[src/rtl/ex_muldiv_unit.sv]
// Iterative RV32M multiply/divide unit: shift-add multiply and restoring divide on operand
// magnitudes, one radix-2 step per cycle, with single-cycle handling of the RISC-V special cases.
module ex_muldiv_unit #(
   parameter int XLEN = 32,
   parameter int RDW  = 5
) (
   input  logic            clkIn,
   input  logic            resetIn,
   input  logic            startIn,
   input  logic [2:0]      funct3In,
   input  logic [XLEN-1:0] rs1DataIn,
   input  logic [XLEN-1:0] rs2DataIn,
   input  logic [RDW-1:0]  rdIn,
   input  logic            flushIn,
   output logic            busyOut,
   output logic            stallOut,
   output logic            doneOut,
   output logic [XLEN-1:0] resultOut,
   output logic [RDW-1:0]  rdOut
);

   localparam int CW = $clog2(XLEN + 1);

   typedef enum logic [1:0] {
      IDLE = 2'd0,
      CALC = 2'd1,
      DONE = 2'd2
   } state_e;

   state_e            state_q, state_d;
   logic [2:0]        op_q, op_d;
   logic [RDW-1:0]    rd_q, rd_d;
   logic [CW-1:0]     cnt_q, cnt_d;
   logic [2*XLEN-1:0] prod_q, prod_d;
   logic [XLEN-1:0]   opnd_q, opnd_d;
   logic              neg_q, neg_d;
   logic [XLEN-1:0]   result_q, result_d;
   logic [RDW-1:0]    rd_out_q, rd_out_d;

   // Operand decode at issue: which operands are signed, their magnitudes, and the final sign.
   logic            is_div_in, a_signed_in, b_signed_in, sa_in, sb_in, neg_in;
   logic [XLEN-1:0] ma_in, mb_in;
   logic            div_zero_in, div_ovf_in, special_in;
   logic [XLEN-1:0] special_res_in;

   assign is_div_in   = funct3In[2];
   assign a_signed_in = is_div_in ? ~funct3In[0] : (funct3In != 3'd3);
   assign b_signed_in = is_div_in ? ~funct3In[0] : ~funct3In[1];
   assign sa_in       = a_signed_in & rs1DataIn[XLEN-1];
   assign sb_in       = b_signed_in & rs2DataIn[XLEN-1];
   assign ma_in       = sa_in ? -rs1DataIn : rs1DataIn;
   assign mb_in       = sb_in ? -rs2DataIn : rs2DataIn;
   assign neg_in      = (is_div_in & funct3In[1]) ? sa_in : (sa_in ^ sb_in);

   assign div_zero_in = is_div_in & (rs2DataIn == '0);
   assign div_ovf_in  = is_div_in & ~funct3In[0] & (rs1DataIn == {1'b1, {(XLEN-1){1'b0}}})
                        & (rs2DataIn == '1);
   assign special_in  = div_zero_in | div_ovf_in;
   always_comb begin
      if (div_zero_in) special_res_in = funct3In[1] ? rs1DataIn : '1;
      else             special_res_in = funct3In[1] ? '0 : rs1DataIn;
   end

   // One iteration step. Multiply: add multiplicand into the high half, shift right.
   // Divide: shift remainder:dividend left, subtract divisor when it fits, shift in quotient bit.
   logic [XLEN:0]     mul_sum, div_shift;
   logic [XLEN-1:0]   div_diff;
   logic              div_ge;
   logic [2*XLEN-1:0] mul_next, div_next, step_prod, mul_fix;
   logic [XLEN-1:0]   div_sel, final_res;

   assign mul_sum   = {1'b0, prod_q[2*XLEN-1:XLEN]} + (prod_q[0] ? {1'b0, opnd_q} : '0);
   assign mul_next  = {mul_sum, prod_q[XLEN-1:1]};
   assign div_shift = {prod_q[2*XLEN-1:XLEN], prod_q[XLEN-1]};
   assign div_ge    = div_shift >= {1'b0, opnd_q};
   assign div_diff  = div_shift[XLEN-1:0] - opnd_q;
   assign div_next  = {(div_ge ? div_diff : div_shift[XLEN-1:0]), prod_q[XLEN-2:0], div_ge};
   assign step_prod = op_q[2] ? div_next : mul_next;

   assign mul_fix   = neg_q ? -step_prod : step_prod;
   assign div_sel   = op_q[1] ? step_prod[2*XLEN-1:XLEN] : step_prod[XLEN-1:0];
   always_comb begin
      if (op_q[2])            final_res = neg_q ? -div_sel : div_sel;
      else if (op_q == 3'd0)  final_res = mul_fix[XLEN-1:0];
      else                    final_res = mul_fix[2*XLEN-1:XLEN];
   end

   always_comb begin
      // NOTE: every signal gets its hold value first so no path leaves it unassigned (no latches).
      state_d  = state_q;
      op_d     = op_q;
      rd_d     = rd_q;
      cnt_d    = cnt_q;
      prod_d   = prod_q;
      opnd_d   = opnd_q;
      neg_d    = neg_q;
      result_d = result_q;
      rd_out_d = rd_out_q;

      if (flushIn) begin
         state_d = IDLE;
      end else begin
         case (state_q)
            CALC: begin
               prod_d = step_prod;
               cnt_d  = cnt_q - CW'(1);
               if (cnt_q == CW'(1)) begin
                  state_d  = DONE;
                  result_d = final_res;
                  rd_out_d = rd_q;
               end
            end
            default: begin
               state_d = IDLE;
               if (startIn) begin
                  op_d  = funct3In;
                  rd_d  = rdIn;
                  neg_d = neg_in;
                  if (special_in) begin
                     state_d  = DONE;
                     result_d = special_res_in;
                     rd_out_d = rdIn;
                  end else begin
                     state_d = CALC;
                     cnt_d   = CW'(XLEN);
                     prod_d  = {{XLEN{1'b0}}, (is_div_in ? ma_in : mb_in)};
                     opnd_d  = is_div_in ? mb_in : ma_in;
                  end
               end
            end
         endcase
      end
   end

   // NOTE: sequential state uses non-blocking assignments so all flops update together at the edge.
   always_ff @(posedge clkIn or negedge resetIn) begin
      if (!resetIn) begin
         state_q  <= IDLE;
         op_q     <= '0;
         rd_q     <= '0;
         cnt_q    <= '0;
         prod_q   <= '0;
         opnd_q   <= '0;
         neg_q    <= 1'b0;
         result_q <= '0;
         rd_out_q <= '0;
      end else begin
         state_q  <= state_d;
         op_q     <= op_d;
         rd_q     <= rd_d;
         cnt_q    <= cnt_d;
         prod_q   <= prod_d;
         opnd_q   <= opnd_d;
         neg_q    <= neg_d;
         result_q <= result_d;
         rd_out_q <= rd_out_d;
      end
   end

   assign busyOut   = (state_q == CALC);
   assign doneOut   = (state_q == DONE);
   assign stallOut  = (state_q == CALC) | (startIn & (state_q != CALC) & ~special_in);
   assign resultOut = result_q;
   assign rdOut     = rd_out_q;

endmodule

[config.mk]
export PLATFORM = sky130hd
export DESIGN_NAME = ex_muldiv_unit
export DESIGN_NICKNAME = d
export VERILOG_FILES = /design/src/rtl/ex_muldiv_unit.sv
export SDC_FILE = /design/constraint.sdc
export NUM_CORES = 1
export LEC_CHECK = 0
export BUFFER_PORTS_ARGS = -buffer_cell sky130_fd_sc_hd__buf_2
export CORE_MARGIN = 10
export CORE_UTILIZATION = 30
export CTS_CLUSTER_SIZE = 20
export DETAILED_ROUTE_END_ITERATION = 8
export GPL_ROUTABILITY_DRIVEN = 0
export PLACE_DENSITY_LB_ADDON = 0.1
export SETUP_SLACK_MARGIN = 0.02
export SYNTH_ARGS = -nofsm -noshare
export SYNTH_HDL_FRONTEND = slang
export SYNTH_SLANG_ARGS = --single-unit
export TNS_END_PERCENT = 10
[constraint.sdc]
create_clock -name clkIn -period 10.4 [get_ports clkIn]
set_input_delay 0.52 -clock clkIn [delete_from_list [all_inputs] [get_ports clkIn]]
set_output_delay 0.52 -clock clkIn [all_outputs]
set_load 0.02 [all_outputs]
==> metrics, run 1 <==
status=finished, final reports clean; initial antenna violation count=6; first-pass GRT wire length=137000 um; Sink Count=150; starting density of the core=30.2%; Max Clk Rate=151 MHz; die width=266 um; # setup viols final=0; post-CTS resize count=0; Slew HR=17.9%; Worst Path Required=10800 ps; Hold/Removal Path Class=in2async; Max-cap violations=0; worst setup margin=3780 ps; area leader, netlist=dfrtp_1; R2R Path End=resultOut[24]; Tmin final=6620 ps; mapped cell area=18200 um2; CTS H-tree depth=4; worst slack, placed=3990 ps; vias in the first global route=19400; Worst Path Arrival=7020 ps; syn_nets=2688; register area share after synthesis=20.6%; switching power share of the total=58.8%; Pleak=0.00796 uW; fraction of layout cells with a size suffix above 1=11.2%; P_int=2590 uW; Area Overhead vs Synth=9.84%; Ys Warns=0; Mean Syn Cell Area=7.17 um2; DR DRC count=0; Max clock buf depth=2; Worst R2R Setup Slack=3780 ps; CTS tree=yes; Avg Vias per Cell=6.28; CTS Root Cell=clkbuf_16; clk slew on worst S/H paths=80 ps; die area=70900 um2; Die H=266 um; CTS buffer count=17; Critical Path End Type=flip-flop; Startpoint Class=flip-flop; wirelength, routed=94100 um; Clk pwr share=10.8%; Hold-fix buffers, CTS=0; Crit Path Max Fanout=16; clk_lat worst skew=540 ps; sw power=3690 uW; antenna viol nets, final=0; Pre-antenna DRT Iters=6; largest net degree at the start of global routing=89; Layout Nets=2693; period utilization=63.7%; setup bufs post-CTS=0; Least-Margin Pin Slew=1200 ps; Worst Reg-to-Reg Cells=18; gr usage total=25.9%; sequential share of power=17.3%; PwrDens=314 nW/um2; final hold vios=0; Clock Skew=20.3 ps; RSZ-0062 raised after global routing=false; synth top area cells=dfrtp_1, o21ai_0, nand2_1, a21oi_1, nor2_1; EDFF count, synth=0; Crit Path Class=reg2reg; Starting DRT DRC Count=2506; Worst Setup SP=prod_q[37]; asr flop ratio synth=100%; IO Port Bufs=115; Core ar.=60200 um2; #FFs+latches synth=150; combinational fraction of design power=72.0%; vias=21000; dpl hpwl=73200 um; distinct cell type count after synthesis=103; IO Pins=116; VDD IR-drop max=0.000160 V; Yosys top cell area share=20.6%; wire per inst=28.2 um; Most used DFF post-synth=dfrtp_1; final setup TNS=0 ps; Critical R2R Launch=prod_q[37]; Post-Syn Instances=2539; total power=6270 uW; Slew Viols, Final=0; GRT overflow=0; row count=90
==> power by group through the flow <==
stage | registers (uW) | logic, uW | clock network, uW
floorplan | 1030 | 2930 | 0
global placement | 1080 | 4400 | 0
detailed placement | 1090 | 4390 | 0
CTS | 1070 | 4410 | 687
global route | 1110 | 4830 | 704
finish | 1080 | 4520 | 675
==> synthesized netlist by cell type, types with 28 or more instances <==
library cell,instances
a211oi_1,46
a21o_1,37
a21oi_1,208
a31oi_1,55
and2_1,50
clkbuf_1,130
dfrtp_1,150
ha_1,71
inv_1,63
mux2i_1,40
nand2_1,282
nand3_1,56
nand4_1,42
nor2_1,251
nor3_1,81
o211ai_1,28
o21ai_0,246
o31ai_1,39
or3_1,40
xnor2_1,72
xor2_1,68
==> layout by cell type (no fill, tap or decap), types with 19 or more instances in the layout <==
cell type  synthesis  routed
a21oi_1          208     208
nor2_1           251     248
nor3_1            81      81
nand4_1           42      42
and3_1            19      19
buf_2             19     113
or3_1             40      40
xnor2_1           72      72
inv_1             63      63
mux2_2            25      25
mux2i_1           40      40
o21ai_0          246     246
ha_1              71      71
xor2_1            68      68
and2_1            50      50
or4_1             23      23
nand2_1          282     281
a211oi_1          46      46
o211ai_1          28      28
nor2b_1           21      21
buf_4              4      40
nor4_1            27      27
a31oi_1           55      55
a21o_1            37      37
o31ai_1           39      39
nand3_1           56      56
dfrtp_1          150     147
==> worst max path at each step <==
| stage | end | slack (ps) |
|---|---|---|
| final | resultOut[24] | 3780 |
| after global routing | resultOut[28] | 3460 |
| after CTS | resultOut[24] | 3960 |
| after detailed placement | resultOut[24] | 3990 |
| after global placement | resultOut[24] | 4070 |
| after floorplan | resultOut[28] | 5410 |
==> worst max-delay path, cell delays in order (launching register included) <==
cell,delay (ps)
dfrtp_1,440
ha_1,410
a21oi_1,310
o221a_2,330
a21boi_1,190
o31a_4,450
o31a_1,370
inv_1,210
ha_1,280
o211ai_1,280
or3_1,550
nand2b_1,430
or2_2,450
nor3_1,190
nand4_1,280
or4_1,700
and4_1,250
o31ai_1,250
nand3_1,100
==> routing by layer <==
layer / vias to the layer above / wire, um / global-route usage [%]
met5: - / 0 / 0
met4: 0 / 4420 / 12.2
met3: 165 / 7230 / 4.53
met2: 1014 / 41500 / 39.5
met1: 10300 / 41000 / 34.8
li1: 9469 / - / -
==> area by class of cell <==
class,count,area [um2]
Antenna cell,4,10.0
Clock buffer,18,439
Clock inverter,14,141
Fill cell,6505,40300
Inverter,68,255
Multi-Input combinational cell,2153,13500
Sequential cell,150,3760
Tap cell,782,978
Timing Repair Buffer,154,877
==> sequential cells by signal (all words and copies together), names as in the netlist <==
signal / count
rdOut: 5
cnt_q: 6
neg_q: 1
resultOut: 32
rd_q: 5
opnd_q: 32
state_q: 2
prod_q: 64
op_q: 3
==> kinds of logic (layout without fill, tap and decap cells) <==
| group | after synthesis | count (layout) | share of synthesized area [%] |
|---|---|---|---|
| AO/OA/AOI/OAI | 893 | 893 | 32.2 |
| XOR/XNOR | 140 | 140 | 6.74 |
| adder cells (fa/ha/maj) | 73 | 73 | 5.10 |
| buffers and inverters | 236 | 254 | 5.16 |
| flip-flops | 150 | 150 | 20.6 |
| multiplexers | 65 | 65 | 3.75 |
| other | 0 | 4 | 0 |
| AND/OR/NAND/NOR | 982 | 982 | 26.4 |
==> per-stage QoR <==
step,cells,area (um2),hold WS (ps),utilization [%]
3_5_place_dp,3307,19400,463,32.2
2_1_floorplan,2539,18200,224,-
3_3_place_gp,3307,19400,458,32.2
6_report,3343,20000,83.9,33.2
5_1_grt,3339,20000,166,33.2
4_1_cts,3339,20000,133,33.2
(Power assumes the default switching activity.)
==> inputs of run 2 (changes only) <==
==> constraint.sdc (replaced) <==
create_clock -name clkIn -period 5.8 [get_ports clkIn]
set_input_delay 0.29 -clock clkIn [delete_from_list [all_inputs] [get_ports clkIn]]
set_output_delay 0.29 -clock clkIn [all_outputs]
set_load 0.02 [all_outputs]
==> run 2 against run 1 <==
Worst hold slack got worse by 41 ps; first-iteration DRC count rose by 10%; clock skew fell by 8.5 ps; non-clock buffer count rose by 75; register-to-register slack got worse by 3700 ps; die area did not move; critical path depth fell by 4; via count rose by 0.98%; sequential cell count did not move; fmax rose by 16%; the flow now finishes with violations (max-capacitance violations); design area rose by 3.0%; largest power group unchanged; sequential power rose by 80%.
==> metrics, run 2 (synthesized netlist as in run 1, its figures left out) <==
clk slew on worst S/H paths=70 ps (about the same); Hold Path Cell Cnt=3; dpl hpwl=76000 um (+3.8%); Worst Reg-to-Reg Cells=14 (-4); Max Clk Rate=175 MHz (+16%); VDD IR-drop max=0.000281 V (+75%); CTS buffer count=17 (unchanged); GRT overflow=0 (unchanged); Tmin final=5710 ps (-910 ps); Critical R2R Launch=prod_q[39]; Startpoint Class=flip-flop; DR DRC count=0 (unchanged); worst path cell trace=ha_1 > a21oi_4 > o221a_2 > a21boi_1 > o31ai_4 > buf_4 > nand3_1 > a2111oi_0 > a41oi_1 > nor2_1 > nand4b_4 > o41ai_2 > xnor2_1 > a211oi_1; Area Overhead vs Synth=13.2%; starting density of the core=30.2% (unchanged); Critical Path End Type=flip-flop; clk_lat worst skew=510 ps (-30 ps); first-pass GRT wire length=140000 um (+2.7%); combinational fraction of design power=73.0% (+1.0 points); PwrDens=562 nW/um2 (+79%); gr usage total=26.6% (+0.73 points); CTS H-tree depth=4 (unchanged); FILL cells=6469 (-0.55%); slowest CP cell=a2111oi_0; Max clock buf depth=2 (unchanged); die width=266 um (unchanged); # setup viols final=0 (unchanged); Slew HR=1.35% (-17 points); commonest non-fill, non-tap cell in the layout=nand2_1; vias in the first global route=19900 (+2.8%); final setup TNS=0 ps (unchanged); peak per-stage delay on the critical path=1040 ps (+340 ps); most frequent cells in the layout=nand2_1, nor2_1, o21ai_0, a21oi_1, dfrtp_1; Clock Skew=11.8 ps (-8.50 ps); initial antenna violation count=5 (-1); Avg Vias per Cell=6.20 (-1.2%); hold endpoint=op_q[0]; failing checks=max-capacitance violations; antenna viol nets, final=0 (unchanged); period utilization=98.4% (+35 points); switching power share of the total=58.0% (-0.77 points); Die H=266 um (unchanged); CTS Root Cell=clkbuf_16; vias=21200 (+0.98%); CTS tree=yes; Slew Viols, Final=0 (unchanged); Least-Margin Pin Slew=1440 ps (+242 ps); Starting DRT DRC Count=2756 (+10%); Pleak=0.00832 uW (+4.5%); final hold vios=0 (unchanged); Pre-antenna DRT Iters=6 (unchanged); Worst Path Required=6220 ps (-4580 ps); wire per inst=28.1 um (about the same); status=finished with violations; IO Pins=116 (unchanged); row count=90 (unchanged); sw power=6710 uW (+82%); Biggest register=prod_q; Hold/Removal Path Class=in2reg; Crit Path Max Fanout=11 (-5); Max-cap violations=1 (+1); sequential share of power=16.7% (-0.6 points); largest net degree at the start of global routing=77 (-13%); Worst R2R Setup Slack=90 ps (-3690 ps); Core ar.=60200 um2 (unchanged); crit-path leading delay family=compound AO/OA/AOI/OAI gates; IO Port Bufs=115 (unchanged); Worst Path Arrival=6130 ps (-890 ps); Clk pwr share=10.2% (-0.6 points); P_int=4860 uW (+88%); Layout Nets=2768 (+2.8%); R2R Path End=resultOut[31]; hold_ws=42.5 ps (-41.3 ps); RSZ-0062 raised after global routing=false; min-delay src=funct3In[0]; max FFs per register=64 (unchanged); Sink Count=150 (unchanged); CP Buf/Inv Count=1 (unchanged); Crit Path Class=reg2reg; die area=70900 um2 (unchanged); fraction of layout cells with a size suffix above 1=13.7% (+2.5 points); wirelength, routed=96100 um (+2.1%)
[run 2: cell types whose count changed in the layout (fill, tap and decap cells not counted), moves of 2 or more]
cell	delta
dlygate4sd3_1	+6
buf_4	+67
diode_2	-2
buf_12	+2
inv_6	+2
[run 2: power groups by stage]
| stage | Clock, uW | Combinational, uW | Sequential, uW |
|---|---|---|---|
| 4_1_cts | 1210 | 8240 | 1930 |
| 3_5_place_dp | 0 | 8190 | 1940 |
| 3_3_place_gp | 0 | 8220 | 1930 |
| 2_1_floorplan | 0 | 5260 | 1850 |
| 6_report | 1180 | 8450 | 1940 |
| 5_1_grt | 1250 | 9030 | 1990 |
[run 2: cell type report]
| type | count | area, um2 | share of cell area (%) |
|---|---|---|---|
| Timing Repair Buffer | 229 | 1480 | 7.18 |
| Clock buffer | 17 | 425 | 2.06 |
| Inverter | 68 | 255 | 1.24 |
| Multi-Input combinational cell | 2153 | 13600 | 65.8 |
| Sequential cell | 150 | 3760 | 18.3 |
| Antenna cell | 2 | 5.00 | 0.0243 |
| Tap cell | 782 | 978 | 4.75 |
| Clock inverter | 15 | 145 | 0.705 |
[run 2: per-layer routing]
metal | share of wire [%] | track usage [%] | vias up
li1 | - | - | 9627
met1 | 43 | 36.0 | 10400
met2 | 44 | 40.7 | 999
met3 | 7.7 | 4.37 | 173
met4 | 4.5 | 12.4 | 8
met5 | 0.060 | 0 | -
[run 2: worst min-delay path, stage by stage]
cell     delay, ps
buf_2          130
nand2_1         60
nand2_1         40
[run 2: worst max path at each step]
| stage | from | end | slack [ps] | depth (start not counted) |
|---|---|---|---|---|
| CTS | prod_q[37] | resultOut[28] | 320 | 18 |
| global route | prod_q[37] | resultOut[28] | 10 | 18 |
| global placement | prod_q[37] | resultOut[30] | 390 | 18 |
| floorplan | prod_q[34] | resultOut[28] | 810 | 19 |
| finish | prod_q[39] | resultOut[31] | 90 | 14 |
| detailed placement | prod_q[37] | resultOut[28] | 330 | 18 |
[run 2: what timing repair did]
| item | CTS | global route |
|---|---|---|
| hold buffers | 6 | 0 |
| resized for setup | 0 | 5 |
| endpoints found under the setup margin | 0 | 7 |
| hold endpoints to repair | 41 | 0 |
| buffers inserted | 0 | 2 |
[run 2: through the flow]
stage               worst slack (ps)  util (%)  total power (uW)  instances  area [um2]
finish                          90.0      34.2             11600       3416       20600
global route                    14.1      34.2             12300       3414       20600
CTS                              315      34.1             11400       3412       20600
detailed placement               329      33.1             10100       3374       19900
global placement                 390      33.1             10200       3374       19900
floorplan                        810         -              7110       2539       18200
